File: config.mk
export PLATFORM = sky130hd
export DESIGN_NAME = spi_slave_port
export DESIGN_NICKNAME = d
export VERILOG_FILES = /design/src/rtl/spi_pkg.sv /design/src/rtl/spi_sync_edge.sv /design/src/rtl/spi_slave_port.sv
export SDC_FILE = /design/constraint.sdc
export NUM_CORES = 1
export LEC_CHECK = 0
export BUFFER_PORTS_ARGS = -buffer_cell sky130_fd_sc_hd__clkbuf_2
export CORE_MARGIN = 3
export CORE_UTILIZATION = 39
export DETAILED_ROUTE_END_ITERATION = 10
export GPL_TIMING_DRIVEN = 0
export MAX_ROUTING_LAYER = met4
export PLACE_DENSITY = 0.62
export SKIP_CTS_REPAIR_TIMING = 1
export SYNTH_ARGS = -nofsm -noshare
export SYNTH_HDL_FRONTEND = slang
export SYNTH_HIERARCHICAL = 1
export SYNTH_SLANG_ARGS = --single-unit
File: constraint.sdc
create_clock -name clk -period 2.8 [get_ports clk]
set_clock_uncertainty 0.1 [all_clocks]
set_input_delay 0.28 -clock clk [delete_from_list [all_inputs] [get_ports clk]]
set_output_delay 0.28 -clock clk [all_outputs]
set_load 0.05 [all_outputs]
File: src/rtl/spi_pkg.sv
// rtl/spi_pkg.sv - shared SPI mode constants and sequencer state encoding
package spi_pkg;

  // Mode 0 only: clock idles low, data sampled on the rising edge
  localparam logic CPOL      = 1'b0;
  localparam logic CPHA      = 1'b0;
  localparam logic LSB_FIRST = 1'b1;

  // Transfer state, shared with the master sequencer
  localparam logic [0:0] ST_IDLE   = 1'b0;
  localparam logic [0:0] ST_ACTIVE = 1'b1;

endpackage

File: src/rtl/spi_sync_edge.sv
// rtl/spi_sync_edge.sv - multi-flop input synchronizer with rise/fall detect
module spi_sync_edge #(
  parameter int   SYNC_STAGES = 2,
  parameter logic RESET_VAL   = 1'b0
) (
  input  logic clk,
  input  logic rst,
  input  logic din,
  output logic rise,
  output logic fall
);

  logic [SYNC_STAGES-1:0] chain;
  logic                   q;
  logic                   q_d;
  logic [SYNC_STAGES:0]   primed;

  assign q = chain[SYNC_STAGES-1];

  // Edges are reported only once chain and history hold samples taken after
  // reset, so a line already at its active level when reset drops is not
  // mistaken for a fresh edge.
  assign rise = primed[SYNC_STAGES] & q & ~q_d;
  assign fall = primed[SYNC_STAGES] & ~q & q_d;

  // Shift the raw input through the chain and keep one previous sample
  always_ff @(posedge clk or posedge rst) begin
    if (rst) begin
      chain  <= {SYNC_STAGES{RESET_VAL}};
      q_d    <= RESET_VAL;
      primed <= '0;
    end else begin
      chain  <= {chain[SYNC_STAGES-2:0], din};
      q_d    <= q;
      primed <= {primed[SYNC_STAGES-1:0], 1'b1};
    end
  end

endmodule

File: src/rtl/spi_slave_port.sv
// rtl/spi_slave_port.sv - oversampled mode-0 SPI slave with LSB-first word exchange
module spi_slave_port
  import spi_pkg::*;
#(
  parameter int DATA_W      = 8,
  parameter int SYNC_STAGES = 2
) (
  input  logic              clk,
  input  logic              rst,
  input  logic              sclk,
  input  logic              cs_n,
  input  logic              mosi,
  output logic              miso,
  output logic              miso_oe,
  input  logic [DATA_W-1:0] tx_data,
  input  logic              tx_load,
  output logic              tx_ready,
  output logic [DATA_W-1:0] rx_data,
  output logic              rx_valid,
  output logic              busy,
  output logic              frame_err,
  output logic              tx_underrun
);

  localparam int               CNT_W    = $clog2(DATA_W) + 1;
  localparam logic [CNT_W-1:0] CNT_FULL = CNT_W'(DATA_W);

  logic                   sclk_rise;
  logic                   sclk_fall;
  logic                   cs_rise;
  logic                   cs_fall;
  logic [SYNC_STAGES-1:0] mosi_sync;
  logic                   mosi_s;
  logic [0:0]             state;
  logic [CNT_W-1:0]       bit_cnt;
  logic [DATA_W-1:0]      rx_shift;
  logic [DATA_W-1:0]      tx_shift;
  logic [DATA_W-1:0]      tx_hold;
  logic                   word_done;
  logic                   word_start;

  spi_sync_edge #(
    .SYNC_STAGES (SYNC_STAGES),
    .RESET_VAL   (1'b0)
  ) u_sclk_sync (
    .clk  (clk),
    .rst  (rst),
    .din  (sclk),
    .rise (sclk_rise),
    .fall (sclk_fall)
  );

  spi_sync_edge #(
    .SYNC_STAGES (SYNC_STAGES),
    .RESET_VAL   (1'b1)
  ) u_cs_sync (
    .clk  (clk),
    .rst  (rst),
    .din  (cs_n),
    .rise (cs_rise),
    .fall (cs_fall)
  );

  // MOSI needs no edge detect, only the same delay as sclk so samples line up
  always_ff @(posedge clk or posedge rst) begin
    if (rst) begin
      mosi_sync <= '0;
    end else begin
      mosi_sync <= {mosi_sync[SYNC_STAGES-2:0], mosi};
    end
  end

  assign mosi_s     = mosi_sync[SYNC_STAGES-1];
  assign word_done  = (state == ST_ACTIVE) && (bit_cnt == CNT_FULL);
  assign word_start = ((state == ST_IDLE) && cs_fall) || (word_done && !cs_rise);
  assign busy       = (state == ST_ACTIVE);
  assign miso_oe    = busy;
  // The pad driver tristates on miso_oe; the data line itself is just bit 0
  assign miso       = tx_shift[0];

  // Transfer state, bit counter and the sticky framing error
  always_ff @(posedge clk or posedge rst) begin
    if (rst) begin
      state     <= ST_IDLE;
      bit_cnt   <= '0;
      frame_err <= 1'b0;
    end else if (state == ST_IDLE) begin
      if (cs_fall) begin
        state     <= ST_ACTIVE;
        bit_cnt   <= '0;
        frame_err <= 1'b0;
      end
    end else begin
      if (cs_rise) begin
        state   <= ST_IDLE;
        bit_cnt <= '0;
        if (!word_done && (bit_cnt != '0)) begin
          frame_err <= 1'b1;
        end
      end else if (word_done) begin
        bit_cnt <= '0;
      end else if (sclk_rise) begin
        bit_cnt <= bit_cnt + CNT_W'(1);
      end
    end
  end

  // Receive shifter and the one-clock delivery of each completed word
  always_ff @(posedge clk or posedge rst) begin
    if (rst) begin
      rx_shift <= '0;
      rx_data  <= '0;
      rx_valid <= 1'b0;
    end else begin
      rx_valid <= word_done;
      if (word_done) begin
        rx_data <= rx_shift;
      end else if (busy && sclk_rise) begin
        rx_shift <= {mosi_s, rx_shift[DATA_W-1:1]};
      end
    end
  end

  // Holding register, transmit shifter and underrun reporting. The sclk fall
  // that trails the last rise of a word arrives after the next word has been
  // loaded; bit_cnt is already 0 then, so that fall must not shift.
  always_ff @(posedge clk or posedge rst) begin
    if (rst) begin
      tx_hold     <= '0;
      tx_ready    <= 1'b1;
      tx_shift    <= '0;
      tx_underrun <= 1'b0;
    end else begin
      tx_underrun <= word_start && tx_ready;
      if (word_start) begin
        tx_shift <= tx_ready ? '0 : tx_hold;
      end else if (busy && sclk_fall && (bit_cnt != '0)) begin
        tx_shift <= {1'b0, tx_shift[DATA_W-1:1]};
      end
      // A load in the same clock as a word start lands after the start has
      // already seen the empty register
      if (tx_load && tx_ready) begin
        tx_hold  <= tx_data;
        tx_ready <= 1'b0;
      end else if (word_start) begin
        tx_ready <= 1'b1;
      end
    end
  end

endmodule
# Yosys cells after proc, flatten, opt, wreduce, memory -nomap -nowiden
# Index checks and enable logic that the tools add are counted.
# totals
reg_bits	55
output_inout_bits	15
inputBits	14
elab_cells	72
# classes
eq_ne	4
muxes	17
bitwise_logic	14
n_addsub	1
n_reduce_logical	19
# op_table
operator	count
8-bit 2-to-1 mux	3
4-bit 2-to-1 mux	5
1-bit logical AND	9
1-bit 2-to-1 mux	9
1-bit bitwise AND	8
1-bit NOT	6
2-bit nonzero test	3
4-bit by 1-bit adder with 4-bit output (second input constant)	1
4-bit equality test (second input constant)	1
4-bit by 3-bit != test with 1-bit output (second input constant)	1
2-bit AND reduction	2
4-bit nonzero test	1
3-bit AND reduction	1
1-bit zero test	2
2-bit by 1-bit != test with 1-bit output (second input constant)	1
2-bit != test (second input constant)	1
1-bit logical OR	1

# Logic depth before layout (Yosys ltp)
# Gate-level depths: netlist of the first run.
# depth
ltp_word	7
mapped_depth	7
depth_no_buf	6

# By module
# Netlist of the first run, hierarchy kept.
# by_module_without_submodules
mod	area_per_inst_um2	cells_each	seq_area_each_um2	n_inst
spi_slave_port	1851.8	134	1077.3	1
spi_sync_edge at u_cs_sync	178.9	10	153.9	1
spi_sync_edge at u_sclk_sync	175.2	10	150.1	1

# Least setup slack after synthesis of the first run
# OpenSTA, ideal clock, no wires.
# synth_path
path_kind	register to register
startpoint	register state (netlist: busy)
endpoint	register tx_shift[0]
n_path_buf	1
required_ps	2578
setup_slack_ps	1069
path_stages_with_launch	6
synth_period_minus_slack_ps	1731
arrival_time_ps	1509
setup_ps	122
cell_sequence	dfrtp_1 > buf_2 > nand2_1 > a21oi_4 > mux2i_1 > o21ai_1
# synth_via
elab_chain_cells	4
word_cells_on_any_way	9
classes_between	mux (1); bitwise (1); reduce/logical (7)
# synth_lines
item	line	rtl
start: declaration	spi_slave_port.sv:34	logic [0:0] state;
start signal: assignment	spi_slave_port.sv:84	state <= ST_IDLE;
start signal: assignment	spi_slave_port.sv:89	state <= ST_ACTIVE;
start signal: assignment	spi_slave_port.sv:95	state <= ST_IDLE;
1-bit logical AND or 1-bit NOT (tied branches)	--	
1-bit logical AND	spi_slave_port.sv:75	assign word_start = ((state == ST_IDLE) && cs_fall) || (word_done && !cs_rise);
1-bit logical OR	spi_slave_port.sv:75	
8-bit 2-to-1 mux or 2-bit nonzero test (tied branches)	--	
end signal: assignment	spi_slave_port.sv:136	tx_shift <= tx_ready ? '0 : tx_hold;
end signal: assignment	spi_slave_port.sv:138	tx_shift <= {1'b0, tx_shift[DATA_W-1:1]};
end: declaration	spi_slave_port.sv:37	logic [DATA_W-1:0] tx_shift;
# Several ways; a longest one is shown, not always the timed one.
# A chain may end at the register's enable or synchronous reset.

# Worst setup path after layout of the first run
# layout_path
startpoint	register bit_cnt[0]
endpoint	register tx_shift[3]
# layout_via
elab_chain_cells	5
word_cells_on_any_way	8
classes_between	eq/ne (1); mux (1); reduce/logical (6)
# layout_lines
item	line	rtl
start: declaration	spi_slave_port.sv:35	logic [CNT_W-1:0] bit_cnt;
start signal: assignment	spi_slave_port.sv:103	bit_cnt <= bit_cnt + CNT_W'(1);
4-bit equality test	spi_slave_port.sv:74	assign word_done = (state == ST_ACTIVE) && (bit_cnt == CNT_FULL);
1-bit logical AND	spi_slave_port.sv:74	
1-bit logical AND	spi_slave_port.sv:75	
1-bit logical OR	spi_slave_port.sv:75	
8-bit 2-to-1 mux or 2-bit nonzero test (tied branches)	--	
# Several ways; a longest one is shown, not always the timed one.

==> results.py, run 1 <==
metrics = {
    "outcome": {
        "status": "complete, no violations",
    },
    "placed_design": {
        "dpl.hpwl_um": 2550,
        "place_congestion": 0.798,
        "portBuffers": 28,
        "place_ws_ns": 1.07,
        "dp_cells": 252,
    },
    "clocking": {
        "clkTransAtPathRegs_ns": 0.10,
        "cts.sinks": 55,
        "cts_made_buffers": 5,
        "clockRootBuffer": "clkbuf_8",
        "cts_max_level": 2,
        "tritoncts": "built",
        "clk_path_buf_depth": 2,
        "clk_latency_ns": 0.30,
    },
    "drt": {
        "wl_per_cell_um": 13.0,
        "routed_via_density": 4.76,
        "first_iter_violations": 24,
        "drc": 0,
        "first_pass_iters": 4,
        "drt_wl_total_um": 3440,
        "ant_nets": 0,
        "via_count": 1256,
    },
    "timing": {
        "setup_viol": 0,
        "rsz0062_at_grt": "no",
        "max_freq_ghz": 0.571,
        "hold_viol_final": 0,
        "tns_ns": 0,
        "worst_slack_ns": 1.05,
        "finalMaxSlewViolations": 0,
        "fin_crit_ns": 1.75,
        "min_period_over_period_pct": 62.6,
        "relSlewSlack_pct": 41.8,
        "worst_slew_pin_slew_ns": 0.871,
    },
    "synthesis": {
        "synth_common_cells": "dfrtp_1 (51), mux2_2 (16)",
        "synthTopCellsByArea": "dfrtp_1 (58%), mux2_2 (8.2%), mux2_4 (5.4%)",
        "netlist_instances": 154,
        "syn_area_um2": 2210,
        "synth_area_leader_cell": "dfrtp_1",
        "synth_seq_cells": 55,
        "syn_area_per_cell_um2": 14.3,
        "ys_types": 32,
        "yosys_warnings": 6,
        "ys_seq_area_share_pct": 62.6,
        "syn_nets": 170,
        "ys.flop_type": "dfrtp_1",
        "synth_edf_count": 0,
        "async_reset_ff_share_pct": 100,
        "synth_top_cell_area_share_pct": 57.9,
        "yosysMostFrequentCell": "dfrtp_1",
    },
    "critical_path": {
        "arrival_ns": 1.85,
        "path_class": "reg -> reg",
        "crit_buf_inv": 1,
        "path_delay_family": "flip-flops",
        "cp-end-kind": "flip-flop",
        "path_max_fanout": 8,
        "path_cells": "inv_1 -> ha_1 -> nor2b_4 -> a21oi_4 -> mux2i_1 -> o21ai_1",
        "critPathLaunchType": "flip-flop",
        "slowest_stage": "dfrtp_1",
        "slowest_delay_ns": 0.42,
        "critPathRequiredTime_ns": 2.90,
    },
    "layout": {
        "drive_above_1_share_pct": 38.7,
        "nets": 209,
        "stdcell_count": 264,
        "area_growth_syn_to_layout_pct": 16.3,
        "num_antenna_cells": 0,
    },
    "global_routing": {
        "grt_use_total_pct": 11.9,
        "grt_start_max_net_pins": 44,
        "antenna_found_initial": 0,
        "overflow": 0,
        "grt_pass1_wl_um": 5780,
        "grt_pass1_vias": 1252,
    },
    "pwr": {
        "power_frac_clock_pct": 22.8,
        "swShare_pct": 30.4,
        "combPwrFrac_pct": 22.2,
        "seq_power_share_pct": 55.0,
        "irDropWorstVdd_mv": 0.301,
        "p_int_mw": 1.34,
        "p_leak_nw": 1.23,
        "power_switching_uw": 585,
        "finalPower_mw": 1.92,
        "power_density_nw_per_um2": 749,
    },
    "die": {
        "die-area_um2": 6590,
        "num_rows": 26,
        "die_w_um": 81.2,
        "die_y_um": 81.2,
        "io_pins": 29,
        "coreArea_um2": 5300,
        "start_util_pct": 41.6,
    },
    "flow_run": {
        "max_cap_viol_count": 0,
    },
    "hold_path": {
        "hp-class": "in -> reg",
    },
}
final cells by class:
class | instances | area, um^2
Sequential cell | 55 | 1380
Multi-Input combinational cell | 86 | 759
Timing Repair Buffer | 32 | 180
Fill cell | 467 | 2740
Buffer | 5 | 35.0
Clock inverter | 3 | 22.5
Clock buffer | 5 | 68.8
Inverter | 8 | 30.0
Tap cell | 70 | 87.6
layer usage:
layer,routed length (um),share of wire (%),global-route usage (%)
met2,1770,51,20.0
met5,0,0,-
met3,134,3.9,2.99
met4,51,1.5,5.07
met1,1490,43,13.6
layout by cell type, fill, tap and decap left out, types with 2 or more instances in the layout:
cell type      netlist  final
conb_1               2      2
dfstp_2              4      4
clkbuf_8             0      5
dlygate4sd3_1        0      4
mux2i_1              7      7
nand2b_1             3      3
o21a_1               2      2
xnor2_1              2      2
ha_1                 2      2
clkbuf_2             0     28
nor2_1               6      6
o21ai_1              8      8
mux2_4               8      8
mux2_2              16     16
inv_6                0      2
nand3b_1             8      8
dfrtp_1             51     51
and3b_1              4      4
nand2_1              6      6
inv_1                8      7
buf_4                2      2
per-stage QoR:
step	instance area [um^2]	utilization [%]	hold slack [ns]
6_report	2560	48.4	0.103
5_1_grt	2560	48.4	0.0889
4_1_cts	2520	47.6	-0.228
3_5_place_dp	2430	45.9	0.119
3_3_place_gp	2430	45.9	0.0912
2_1_floorplan	2210	-	-0.0312
power groups by stage:
stage,Clock (mW),Combinational [mW],Sequential (mW)
4_1_cts,0.459,0.430,1.06
6_report,0.437,0.427,1.06
3_3_place_gp,0,0.410,1.06
5_1_grt,0.488,0.467,1.08
2_1_floorplan,0,0.282,1.11
3_5_place_dp,0,0.428,1.07
state kept, by name, indices dropped and copies added (netlist names), 2 cells and up:
register / cells
rx_data: 8
tx_hold: 8
rx_shift: 8
mosi_sync: 2
tx_shift: 8
bit_cnt: 4
u_sclk_sync/primed: 3
u_sclk_sync/chain: 2
u_cs_sync/chain: 2
u_cs_sync/primed: 3
worst reg2reg max path, cell delays in order (launching register included):
cell and delay, ns:
dfrtp_1 0.42, inv_1 0.06, ha_1 0.25, nor2b_4 0.16, a21oi_4 0.32, mux2i_1 0.26, o21ai_1 0.07
cells by family after synthesis:
| group | count (synthesis) | synth area share (%) |
|---|---|---|
| and+or+nand+nor | 33 | 10.3 |
| muxes | 31 | 16.8 |
| buffers and inverters | 13 | 2.95 |
| AOI/OAI and AO/OA | 15 | 4.71 |
| adders and majority gates | 2 | 1.13 |
| DFF | 55 | 62.6 |
| xor gates and xnor gates | 3 | 1.19 |
| other | 2 | 0.340 |
worst paths after layout:
path / start / endpoint / slack (ns) / cells past startpoint
max: bit_cnt[0]$_DFFE_PP0P_ / tx_shift[3]$_DFFE_PP0P_ / 1.05 / 6
min: tx_data[5] / tx_hold[5]$_DFFE_PP0P_ / 0.10 / 2
max reg2reg: bit_cnt[0]$_DFFE_PP0P_ / tx_shift[3]$_DFFE_PP0P_ / 1.05 / 6
min reg2reg: mosi_sync[0]$_DFF_PP0_ / mosi_sync[1]$_DFF_PP0_ / 0.26 / 0
max in group asynchronous: rst / rx_data[3]$_DFFE_PP0P_ / 1.44 / 3
min in group asynchronous: rst / u_cs_sync/primed[0]$_DFF_PP0_ / 0.33 / 3
Power figures use the tool's default switching activity.
==> run 2: changes to the inputs <==
Settings changed: ABC_AREA set to 1, PLACE_DENSITY 0.62 to 0.64.
Clock period 2.8 ns to 1.46 ns, I/O delays scaled along.
==> results.py, run 2 <==
metrics = {
    "outcome": {
        "status": "finished, violations left",
        "violations": "negative hold slack, negative setup slack",
    },
    "synthesis": {
        "netlist_instances": 242,
        "synth_common_cells": "nand2_1 (82), dfrtp_1 (51), inv_1 (25)",
        "syn_nets": 258,
        "syn_area_per_cell_um2": 9.37,
        "synth_compound_area_share_pct": 6.84,
        "synthXorXnorAreaFrac_pct": 0.386,
        "synth_top_cell_area_share_pct": 56.3,
        "syn_area_um2": 2270,
        "yosys_warnings": 6,
        "synthSimpleGateAreaFrac_pct": 23.7,
        "ys_seq_area_share_pct": 60.9,
        "synthAdderAreaFrac_pct": 1.10,
        "ys_types": 25,
        "yosysMostFrequentCell": "nand2_1",
        "synthMuxAreaShare_pct": 0,
        "ys.flop_type": "dfrtp_1",
        "synthTopCellsByArea": "dfrtp_1 (56%), nand2_1 (14%), dfstp_2 (4.6%)",
        "async_reset_ff_share_pct": 100,
        "synth_area_leader_cell": "dfrtp_1",
        "synth_top_family_by_area": "simple AND/OR/NAND/NOR gates",
        "synth_seq_cells": 55,
        "synth_edf_count": 0,
    },
    "pwr": {
        "p_int_mw": 2.95,
        "power_density_nw_per_um2": 1470,
        "p_leak_nw": 1.58,
        "irDropWorstVdd_mv": 0.782,
        "power_frac_clock_pct": 22.4,
        "power_switching_mw": 1.53,
        "combPwrFrac_pct": 30.8,
        "seq_power_share_pct": 46.8,
        "swShare_pct": 34.2,
    },
    "layout": {
        "drive_above_1_share_pct": 31.9,
        "nets": 325,
        "regArea_um2": 1390,
        "area_growth_syn_to_layout_pct": 34.0,
        "final_cell_mix": "nand2_1 (74), dfrtp_1 (50), clkbuf_2 (26), inv_1 (22), buf_4 (18)",
        "multi_input_comb_area_um2": 817,
        "fillerInstances": 503,
        "num_antenna_cells": 0,
        "final_common_cell": "nand2_1",
    },
    "critical_path": {
        "reg2regPathDepth": 9,
        "crit_end": "tx_ready$_DFFE_PP1P_",
        "critPathRequiredTime_ns": 1.60,
        "cp-end-kind": "flip-flop",
        "critPathLaunchType": "flip-flop",
        "worstReg2RegEnd": "tx_ready$_DFFE_PP1P_",
        "cp_num_cells": 9,
        "slowest_delay_ns": 0.43,
        "r2r-start": "bit_cnt[0]$_DFFE_PP0P_",
        "arrival_ns": 1.78,
        "crit_path_start": "bit_cnt[0]$_DFFE_PP0P_",
        "path_delay_family": "buffers and inverters",
        "path_class": "reg -> reg",
        "path_max_fanout": 6,
        "crit_buf_inv": 4,
        "slowest_stage": "dfrtp_1",
        "worst-r2r-setup-slack_ns": -0.18,
        "path_cells": "inv_1 -> ha_2 -> nand3_4 -> nand2_4 -> nand2_4 -> buf_8 -> buf_6 -> buf_6 -> a21oi_2",
    },
    "timing": {
        "hold_viol_final": 2,
        "rsz0062_at_grt": "yes",
        "tns_ns": -2.17,
        "setup_viol": 29,
        "max_freq_ghz": 0.610,
        "worst_slew_pin_slew_ns": 0.508,
        "fin_crit_ns": 1.64,
        "finalMaxSlewViolations": 0,
        "min_period_over_period_pct": 112,
        "worst_slack_ns": -0.180,
        "relSlewSlack_pct": 66.1,
        "fin_hold_ws_ns": -0.0312,
    },
    "drt": {
        "via_count": 1696,
        "routed_via_density": 4.44,
        "drt_wl_total_um": 4300,
        "first_pass_iters": 4,
        "drc": 0,
        "wl_per_cell_um": 11.2,
        "ant_nets": 0,
        "first_iter_violations": 102,
    },
    "clocking": {
        "tritoncts": "built",
        "clk_path_buf_depth": 2,
        "clkTransAtPathRegs_ns": 0.10,
        "clockRootBuffer": "clkbuf_8",
        "cts_max_level": 2,
        "cts.sinks": 55,
        "cts_made_buffers": 5,
        "clk_latency_ns": 0.30,
    },
    "die": {
        "die-area_um2": 6760,
        "coreArea_um2": 5570,
        "io_pins": 29,
        "die_y_um": 82.2,
        "num_rows": 27,
        "start_util_pct": 40.7,
        "die_w_um": 82.2,
    },
    "global_routing": {
        "antenna_found_initial": 0,
        "grt_use_total_pct": 13.1,
        "grt_pass1_vias": 1515,
        "grt_pass1_wl_um": 6710,
        "overflow": 0,
        "grt_start_max_net_pins": 23,
    },
    "hold_path": {
        "hp-class": "in -> reg",
    },
    "placed_design": {
        "portBuffers": 28,
        "place_congestion": 0.748,
        "dpl.hpwl_um": 2790,
    },
    "flow_run": {
        "max_cap_viol_count": 0,
    },
}
[run 2: cell count changes after synthesis, moves of 6 or more]
cell,before,now
a21oi_1,1,7
inv_1,8,25
mux2_2,16,0
mux2_4,8,0
mux2i_1,7,0
nand2_1,6,82
nand3_1,0,12
nand3b_1,8,0
nor2_1,6,18
o21ai_0,1,13
o21ai_1,8,0
[run 2: metrics by stage]
stage | cells | worst slack (ns) | util, % | instance area (um^2) | power [mW]
floorplan | 242 | -0.00530 | - | 2290 | 2.99
global placement | 342 | -0.676 | 45.3 | 2520 | 3.21
finish | 382 | -0.180 | 54.5 | 3040 | 4.48
global route | 382 | -0.267 | 54.5 | 3040 | 4.78
detailed placement | 343 | -0.232 | 45.7 | 2550 | 3.26
CTS | 351 | -0.247 | 47.7 | 2660 | 4.27
[run 2: metal layers]
layer	vias up	share of wire, %	wire length [um]	GRT usage, %
li1	880	-	-	-
met1	793	50	2130	17.5
met2	19	47	2030	20.3
met3	4	2.3	97	2.60
met4	0	0.88	38	3.49
met5	-	0	0	-
[run 2: worst reg2reg max path: cells and delay by family, from the launching register on]
family                   cells  cell delay (ns)
buffers and inverters        4             0.44
flip-flops                   1             0.43
AND/OR/NAND/NOR              3             0.28
adder cells (fa/ha/maj)      1             0.21
AO/OA/AOI/OAI                1             0.13
[run 2: how the worst min path moves through the flow]
stage,from,end,slack [ns],cells past startpoint
2_1_floorplan,rst,u_cs_sync/primed[0]$_DFF_PP0_,-0.17,1
3_3_place_gp,rst,u_sclk_sync/chain[0]$_DFF_PP0_,-0.03,2
3_5_place_dp,rst,u_cs_sync/primed[0]$_DFF_PP0_,-0.02,2
4_1_cts,rst,u_cs_sync/primed[0]$_DFF_PP0_,-0.36,2
5_1_grt,tx_data[2],tx_hold[2]$_DFFE_PP0P_,0.003,3
6_report,tx_data[0],tx_hold[0]$_DFFE_PP0P_,-0.03,3
[run 2: cells by family (layout without fill, tap and decap cells)]
| family | after synthesis | after routing |
|---|---|---|
| xor+xnor | 1 | 1 |
| simple gates | 121 | 121 |
| flops | 55 | 55 |
| other cells | 2 | 2 |
| fa+ha+maj | 2 | 2 |
| compound gates | 27 | 27 |
| buf+inv | 34 | 102 |
[run 2: area by class of cell]
cell class	count	area share, %
sequential	55	45.7
multi-input combinational	153	26.9
timing repair buffer	60	15.2
inverter	28	3.46
tap	72	2.97
clock buffer	6	2.39
buffer	6	2.10
clock inverter	2	1.28
[run 2: power by group through the flow]
stage	clock network [mW]	logic [mW]	registers, mW
2_1_floorplan	0	0.721	2.27
3_3_place_gp	0	1.07	2.14
3_5_place_dp	0	1.11	2.15
4_1_cts	1.03	1.11	2.12
5_1_grt	1.10	1.54	2.14
6_report	1.00	1.38	2.10
